### config.mk
export PLATFORM = sky130hd
export DESIGN_NAME = lm_sm_sequencer
export DESIGN_NICKNAME = d
export VERILOG_FILES = /design/src/rtl/lm_sm_sequencer.sv
export SDC_FILE = /design/constraint.sdc
export NUM_CORES = 1
export LEC_CHECK = 0
export CORE_MARGIN = 2
export CORE_UTILIZATION = 46
export CTS_CLUSTER_SIZE = 25
export DETAILED_ROUTE_END_ITERATION = 6
export PLACE_DENSITY_LB_ADDON = 0.12
export SYNTH_ARGS = -nofsm -noshare
export SYNTH_HDL_FRONTEND = slang
export SYNTH_SLANG_ARGS = --single-unit
### constraint.sdc
create_clock -name clk -period 3 [get_ports clk]
set_input_delay 0.3 -clock clk [delete_from_list [all_inputs] [get_ports clk]]
set_output_delay 0.3 -clock clk [all_outputs]
set_load 0.01 [all_outputs]
### src/rtl/lm_sm_sequencer.sv
// Load-multiple / store-multiple sequencer: walks a register mask from the lowest
// set bit upward, moving one register per memory access at consecutive addresses.
module lm_sm_sequencer #(
    parameter int NREG = 8,
    parameter int AW   = 3,
    parameter int DW   = 16
) (
    input  logic            clk,
    input  logic            reset,
    input  logic            start,
    input  logic            op_lm,
    input  logic [NREG-1:0] imm_mask,
    input  logic [DW-1:0]   base_addr,
    output logic            busy,
    output logic            done,
    output logic [AW-1:0]   rf_addr_rd,
    input  logic [DW-1:0]   rf_rd_data,
    output logic [AW-1:0]   rf_addr_wr,
    output logic [DW-1:0]   rf_wr_data,
    output logic            rf_regw,
    output logic            mem_req,
    output logic            mem_we,
    output logic [DW-1:0]   mem_addr,
    output logic [DW-1:0]   mem_wdata,
    input  logic [DW-1:0]   mem_rdata,
    input  logic            mem_ack
);

    typedef enum logic [2:0] {
        S_IDLE,
        S_SCAN,
        S_MEM,
        S_WB,
        S_DONE
    } state_t;

    state_t          state_q;
    logic            op_lm_q;
    logic [NREG-1:0] mask_q;
    logic [DW-1:0]   ptr_q;
    logic [AW-1:0]   cur_idx_q;
    logic [DW-1:0]   ld_data_q;
    logic [AW-1:0]   low_idx_d;

    // Descending scan so the lowest set bit is the one that sticks.
    always_comb begin
        low_idx_d = '0;
        for (int i = NREG - 1; i >= 0; i--) begin
            if (mask_q[i]) begin
                low_idx_d = AW'(i);
            end
        end
    end

    always_ff @(posedge clk or negedge reset) begin
        if (!reset) begin
            state_q   <= S_IDLE;
            op_lm_q   <= 1'b0;
            mask_q    <= '0;
            ptr_q     <= '0;
            cur_idx_q <= '0;
            ld_data_q <= '0;
        end else begin
            case (state_q)
                S_IDLE: begin
                    if (start) begin
                        op_lm_q <= op_lm;
                        mask_q  <= imm_mask;
                        ptr_q   <= base_addr;
                        state_q <= S_SCAN;
                    end
                end
                S_SCAN: begin
                    if (mask_q == '0) begin
                        state_q <= S_DONE;
                    end else begin
                        cur_idx_q <= low_idx_d;
                        mask_q    <= mask_q & (mask_q - NREG'(1));
                        state_q   <= S_MEM;
                    end
                end
                S_MEM: begin
                    if (mem_ack) begin
                        if (op_lm_q) begin
                            ld_data_q <= mem_rdata;
                            state_q   <= S_WB;
                        end else begin
                            ptr_q   <= ptr_q + DW'(1);
                            state_q <= S_SCAN;
                        end
                    end
                end
                S_WB: begin
                    ptr_q   <= ptr_q + DW'(1);
                    state_q <= S_SCAN;
                end
                S_DONE: begin
                    state_q <= S_IDLE;
                end
                default: begin
                    state_q <= S_IDLE;
                end
            endcase
        end
    end

    // Data outputs are gated by state so nothing leaks out outside the owning cycle.
    assign busy       = (state_q != S_IDLE);
    assign done       = (state_q == S_DONE);
    assign mem_req    = (state_q == S_MEM);
    assign mem_we     = mem_req & ~op_lm_q;
    assign mem_addr   = mem_req ? ptr_q : '0;
    assign mem_wdata  = mem_we ? rf_rd_data : '0;
    assign rf_addr_rd = cur_idx_q;
    assign rf_regw    = (state_q == S_WB);
    assign rf_addr_wr = rf_regw ? cur_idx_q : '0;
    assign rf_wr_data = rf_regw ? ld_data_q : '0;

endmodule

==> run_results.csv, run 1 <==
group,metric,value,unit
global_routing,grt_pass1_wl,11.80,mm
synthesis,netlist_area,2711,um^2
clock_tree,clock_latency,0.30,ns
clock_tree,cts_setup_buffers,0,
global_routing,grt_pass1_vias,2586,
global_routing,gr-usage-met3,0.06333,
setup_path,criticalPathCategory,"reg -> out",
setup_path,crit_path_max_incr_delay,0.54,ns
pwr,p_per_area,905.2,nW/um^2
setup_path,ff2ff_setup_slack,1.03,ns
worst_hold_path,hold_path_class,"in -> async",
setup_path,path_cells,"nand2b_1, nor3_1, buf_4, and2_1, clkdlybuf4s50_1",
timing,fin_worst_skew,0.005253,ns
setup_path,crit_path_end_kind,"output pin",
placement,dp.final_hpwl,5.283,mm
detailed_routing,drc,0,
timing,period_minus_slack,2.411,ns
global_routing,grt_util_met2,0.4008,
setup_path,start_kind,"register",
timing,fmax,414.8,MHz
floorplanning,fp.dieH,80.78,um
cells_and_area,fillers,458,
timing,hold_viol_final,0,
detailed_routing,routed_wl,7.131,mm
pwr,total_power,3.650,mW
run,drv_cap,0,
synthesis,async_flop_share,1.000,
synthesis,synth-seq-area-share,0.4338,
timing,setup-tns-final,0,ns
clock_tree,path_clk_slew,0.08,ns
setup_path,cp.required,2.70,ns
timing,finalCritPeriodShare,0.8037,
timing,slew_headroom,0.2973,
synthesis,synth_top_area_frac,0.4338,
global_routing,gr-usage-met1,0.2859,
cells_and_area,area_growth,48.73,%
global_routing,top_usage_layer,"met2",
floorplanning,fp.dieArea,6525,um^2
placement,place_inst,478,
pwr,irDropWorstVdd,0.0005285,V
global_routing,grt_usage,0.2286,
cells_and_area,layout_common_cells,"118 x clkdlybuf4s50_1, 47 x dfrtp_1, 32 x and2_1",
synthesis,synth_area_per_cell,9.068,um^2
detailed_routing,ant_nets,0,
clock_tree,cts.sinks,47,
synthesis,synthesis.nets,361,
clock_tree,clk_path_buf_depth,2,
global_routing,grt_max_degree,48,
pwr,power.leakage,1.683,nW
timing,worstMarginPinSlew,1.054,ns
clock_tree,htreeDepth,2,
global_routing,overflow,0,
setup_path,worst_r2r_startpoint,"state_q[0]",
detailed_routing,vias_per_cell,5.533,
synthesis,ys.flop_type,"dfrtp_1",
placement,gp_congestion,0.8127,
placement,io_buffers,119,
outcome,status,"completed",
synthesis,yosys_warnings,0,
cells_and_area,nets,475,
cells_and_area,diodes,0,
floorplanning,core-area,5608,um^2
timing,whs,0.1810,ns
setup_path,crit_slowest_cell,"clkdlybuf4s50_1",
clock_tree,hold_buffers,0,
timing,setup_slack,0.5889,ns
floorplanning,die_w,80.78,um
setup_path,r2r_cells,5,
timing,setup_viol,0,
synthesis,syn_inst,299,
setup_path,path_max_fanout,17,
floorplanning,start_util,0.4835,
detailed_routing,dr.pass1.iters,5,
setup_path,arrival,2.11,ns
placement,dp_slack,0.8697,ns
synthesis,yosysTopAreaCell,"dfrtp_1",
floorplanning,rows,27,
detailed_routing,vias,2689,
timing,rsz0062_at_grt,"false",
setup_path,cp_num_buf_inv,2,
cells_and_area,layout_commonest_cell,"clkdlybuf4s50_1",
clock_tree,root_buffer,"clkbuf_8",
floorplanning,io_pins,120,
cells_and_area,fin_cells,486,
setup_path,crit-reg2reg-capture,"ptr_q[9]",
clock_tree,cts_tree,"built",
global_routing,antenna_found_initial,0,
detailed_routing,dr.first_iter.drc_count,115,
synthesis,netlist_top_cells_area,"dfrtp_1 43%, and2_1 7.4%, mux2_2 7.1%, and3_1 5.1%, a21oi_1 4.8%",
cells_and_area,regArea,1176,um^2
cells_and_area,multi_input_area,1418,um^2
synthesis,synth_cell_types,48,
cells_and_area,drive_gt1_frac,0.1014,
timing,drv_slew,0,
synthesis,synth-seq-cells,47,
detailed_routing,wire_per_inst,14.67,um
clock_tree,ctsResizeCount,0,
clock_tree,cts_buffers,5,
synthesis,synth-edff-count,0,
setup_path,path_delay_family,"buffers and inverters",
==> report_power, final <==
part / switching [mW] / leakage [nW] / internal, mW
combinational: 0.955 / 1.07 / 1.04
sequential: 0.340 / 0.562 / 0.945
clock: 0.210 / 0.0477 / 0.160
total: 1.51 / 1.68 / 2.14
==> state kept, by name, indices dropped and copies added (netlist names) <==
name        flops
ld_data_q      16
mask_q          8
op_lm_q         1
ptr_q          16
rf_addr_rd      3
state_q         3
==> cell type report <==
| cell class | instances | share of cell area |
|---|---|---|
| multi-input cells | 227 | 0.3515 |
| repair buffers | 127 | 0.3090 |
| flip-flops and latches | 47 | 0.2917 |
| well taps | 72 | 0.02234 |
| clock buffers | 5 | 0.01706 |
| inverters | 5 | 0.004654 |
| clock inverters | 3 | 0.003723 |
==> logic make-up after synthesis <==
group	after synthesis	synth area share
multiplexers	19	0.07799
AO/OA/AOI/OAI	77	0.1712
buffers and inverters	25	0.04430
flip-flops	47	0.4338
adder cells (fa/ha/maj)	1	0.004614
AND/OR/NAND/NOR	130	0.2681
==> through the flow <==
stage | area (um^2) | utilization
2_1_floorplan | 2711 | -
3_3_place_gp | 3949 | 0.7042
3_5_place_dp | 3949 | 0.7042
4_1_cts | 4033 | 0.7191
5_1_grt | 4033 | 0.7191
6_report | 4033 | 0.7191
==> metal layers <==
metal | up-vias | share of wire
met5 | - | 0
met4 | 0 | 0.0084
met3 | 8 | 0.086
met2 | 115 | 0.51
met1 | 1260 | 0.40
li1 | 1306 | -
==> worst max-delay path by stage <==
stage | start | endpoint | slack [ns] | cells after the start
CTS | state_q[2] | mem_wdata[5] | 0.57 | 5
global route | state_q[2] | mem_wdata[1] | 0.44 | 5
floorplan | state_q[0] | mem_wdata[10] | 1.31 | 4
detailed placement | start | ptr_q[12] | 0.87 | 7
global placement | state_q[2] | mem_wdata[1] | 0.89 | 5
finish | state_q[2] | mem_wdata[14] | 0.59 | 5
==> cells in the mapped netlist, drive strengths merged (2+ instances only) <==
master  instances
nand4           4
mux2i           2
o31ai           2
and3           22
o41ai           2
a22o            3
nor2           15
nor3            6
a21o            2
mux2           17
clkbuf          9
buf            11
and4            2
a22oi           2
a31oi           3
nand3           7
o22ai           3
nand2          28
inv             5
nor2b           2
dfrtp          47
nor4            3
o21ai          23
and2           32
or3             4
o22a            2
a21oi          28
Note: power is estimated with default switching activity, not from simulation.
==> run 2, diff against run 1 <==
- CORE_UTILIZATION: 46 -> 38
- clock period: 3 -> 2.1 ns (I/O delays scaled with it)
==> run_results.csv, run 2 (synthesis results as in run 1) <==
group,metric,value,unit
outcome,status,"completed",
setup_path,criticalPathCategory,"reg -> out",
detailed_routing,routed_wl,7.916,mm
global_routing,grt_max_degree,31,
setup_path,crit_path_max_incr_delay,0.53,ns
floorplanning,io_pins,120,
clock_tree,htreeDepth,2,
timing,worstMarginPinSlew,0.5527,ns
timing,finalCritPeriodShare,0.9638,
setup_path,crit_start,"state_q[2]",
setup_path,path_max_fanout,11,
floorplanning,fp.dieArea,7827,um^2
cells_and_area,layout_common_cells,"66 x clkdlybuf4s50_1, 47 x dfrtp_1, 44 x dlymetal6s2s_1",
timing,fin_worst_skew,0.01527,ns
setup_path,cp.required,1.89,ns
floorplanning,rows,30,
timing,rsz0062_at_grt,"false",
timing,drv_slew,0,
cells_and_area,diodes,0,
setup_path,cp_num_buf_inv,3,
setup_path,path_delay_family,"buffers and inverters",
timing,setup_viol,0,
cells_and_area,reg_top3,"ld_data_q (16), ptr_q (16), mask_q (8)",
global_routing,antenna_found_initial,0,
detailed_routing,vias,2744,
setup_path,ff2ff_setup_slack,0.30,ns
clock_tree,cts.sinks,47,
placement,dp.final_hpwl,5.906,mm
cells_and_area,nets,484,
pwr,p_per_area,1270,nW/um^2
timing,period_minus_slack,2.024,ns
clock_tree,cts_tree,"built",
setup_path,start_kind,"register",
global_routing,grt_usage,0.2046,
setup_path,worst_r2r_startpoint,"state_q[0]",
setup_path,arrival,1.81,ns
placement,gp_congestion,0.7761,
cells_and_area,drive_gt1_frac,0.1182,
floorplanning,core-area,6832,um^2
run,drv_cap,0,
detailed_routing,ant_nets,0,
pwr,power.leakage,2.533,nW
detailed_routing,vias_per_cell,5.287,
cells_and_area,area_growth,57.96,%
clock_tree,cts_buffers,5,
global_routing,grt_pass1_vias,2636,
cells_and_area,layout_commonest_cell,"clkdlybuf4s50_1",
global_routing,overflow,0,
timing,slew_headroom,0.6282,
floorplanning,start_util,0.3969,
clock_tree,root_buffer,"clkbuf_8",
detailed_routing,drc,0,
cells_and_area,postLayoutCoreUtil,0.6269,
floorplanning,fp.dieH,88.47,um
detailed_routing,wire_per_inst,15.25,um
clock_tree,clock_latency,0.31,ns
floorplanning,die_w,88.47,um
timing,setup-tns-final,0,ns
setup_path,crit_path_end_kind,"output pin",
setup_path,r2r_cells,6,
detailed_routing,dr.pass1.iters,4,
detailed_routing,dr.first_iter.drc_count,142,
placement,io_buffers,119,
setup_path,crit_slowest_cell,"clkdlybuf4s50_1",
global_routing,grt_pass1_wl,12.41,mm
clock_tree,path_clk_slew,0.10,ns
timing,fmax,494.1,MHz
setup_path,crit-reg2reg-capture,"mask_q[5]",
worst_hold_path,hold_path_class,"in -> async",
timing,hold_viol_final,0,
pwr,irDropWorstVdd,0.0005258,V
placement,place_inst,509,
clock_tree,clk_path_buf_depth,2,
cells_and_area,fin_cells,519,
setup_path,path_cells,"buf_4, nor2b_4, buf_6, and2_1, clkdlybuf4s50_1",
## run 2: cell type report
type | count | area [um^2]
fill | 609 | 2549
multi-input combinational | 227 | 1423
sequential | 47 | 1176
tap | 96 | 120.1
clock inverter | 2 | 35.03
inverter | 5 | 18.77
clock buffer | 6 | 82.58
timing repair buffer | 136 | 1428
## run 2: what timing repair did
action | in CTS | in global routing
pin swaps | 0 | 0
buffers inserted | 1 | 0
hold buffers | 1 | 0
endpoints found under the setup margin | 30 | 45
hold endpoints to repair | 20 | 0
gates cloned | 0 | 0
resized for setup | 10 | 46
## run 2: worst max-delay path by stage
stage | to | slack, ns | depth (start not counted)
after CTS | mem_wdata[13] | 0.00009 | 5
after floorplan | ld_data_q[10] | 0.45 | 6
after global routing | rf_regw | 0.005 | 5
final | rf_regw | 0.08 | 5
after detailed placement | ptr_q[10] | 0.19 | 7
after global placement | ptr_q[12] | 0.23 | 7
## run 2: metrics by stage
| step | hold WS (ns) | cell area [um^2] | setup WS [ns] | power, mW |
|---|---|---|---|---|
| after floorplan | -0.08559 | 2711 | 0.4521 | 3.515 |
| after global placement | 0.2227 | 4031 | 0.2313 | 4.711 |
| after detailed placement | 0.2234 | 4031 | 0.1873 | 4.794 |
| after CTS | 0.4354 | 4165 | 0.00008904 | 5.521 |
| after global routing | 0.4551 | 4283 | 0.004575 | 5.882 |
| final | 0.4070 | 4283 | 0.07610 | 5.439 |
## run 2: where the power goes
group	leakage, nW	internal, mW	switching, mW
registers	0.562	1.35	0.442
clock network	0.0612	0.386	0.318
logic	1.91	1.49	1.45
## run 2: routing by layer
metal  GRT usage  vias up  share of wire  wire (um)
met3     0.06996        7          0.086        680
met5           0        -              0          0
met2      0.3390      113           0.48       3836
met1      0.2593     1309           0.42       3320
met4     0.04821        0         0.0099         78
li1            -     1315              -          -
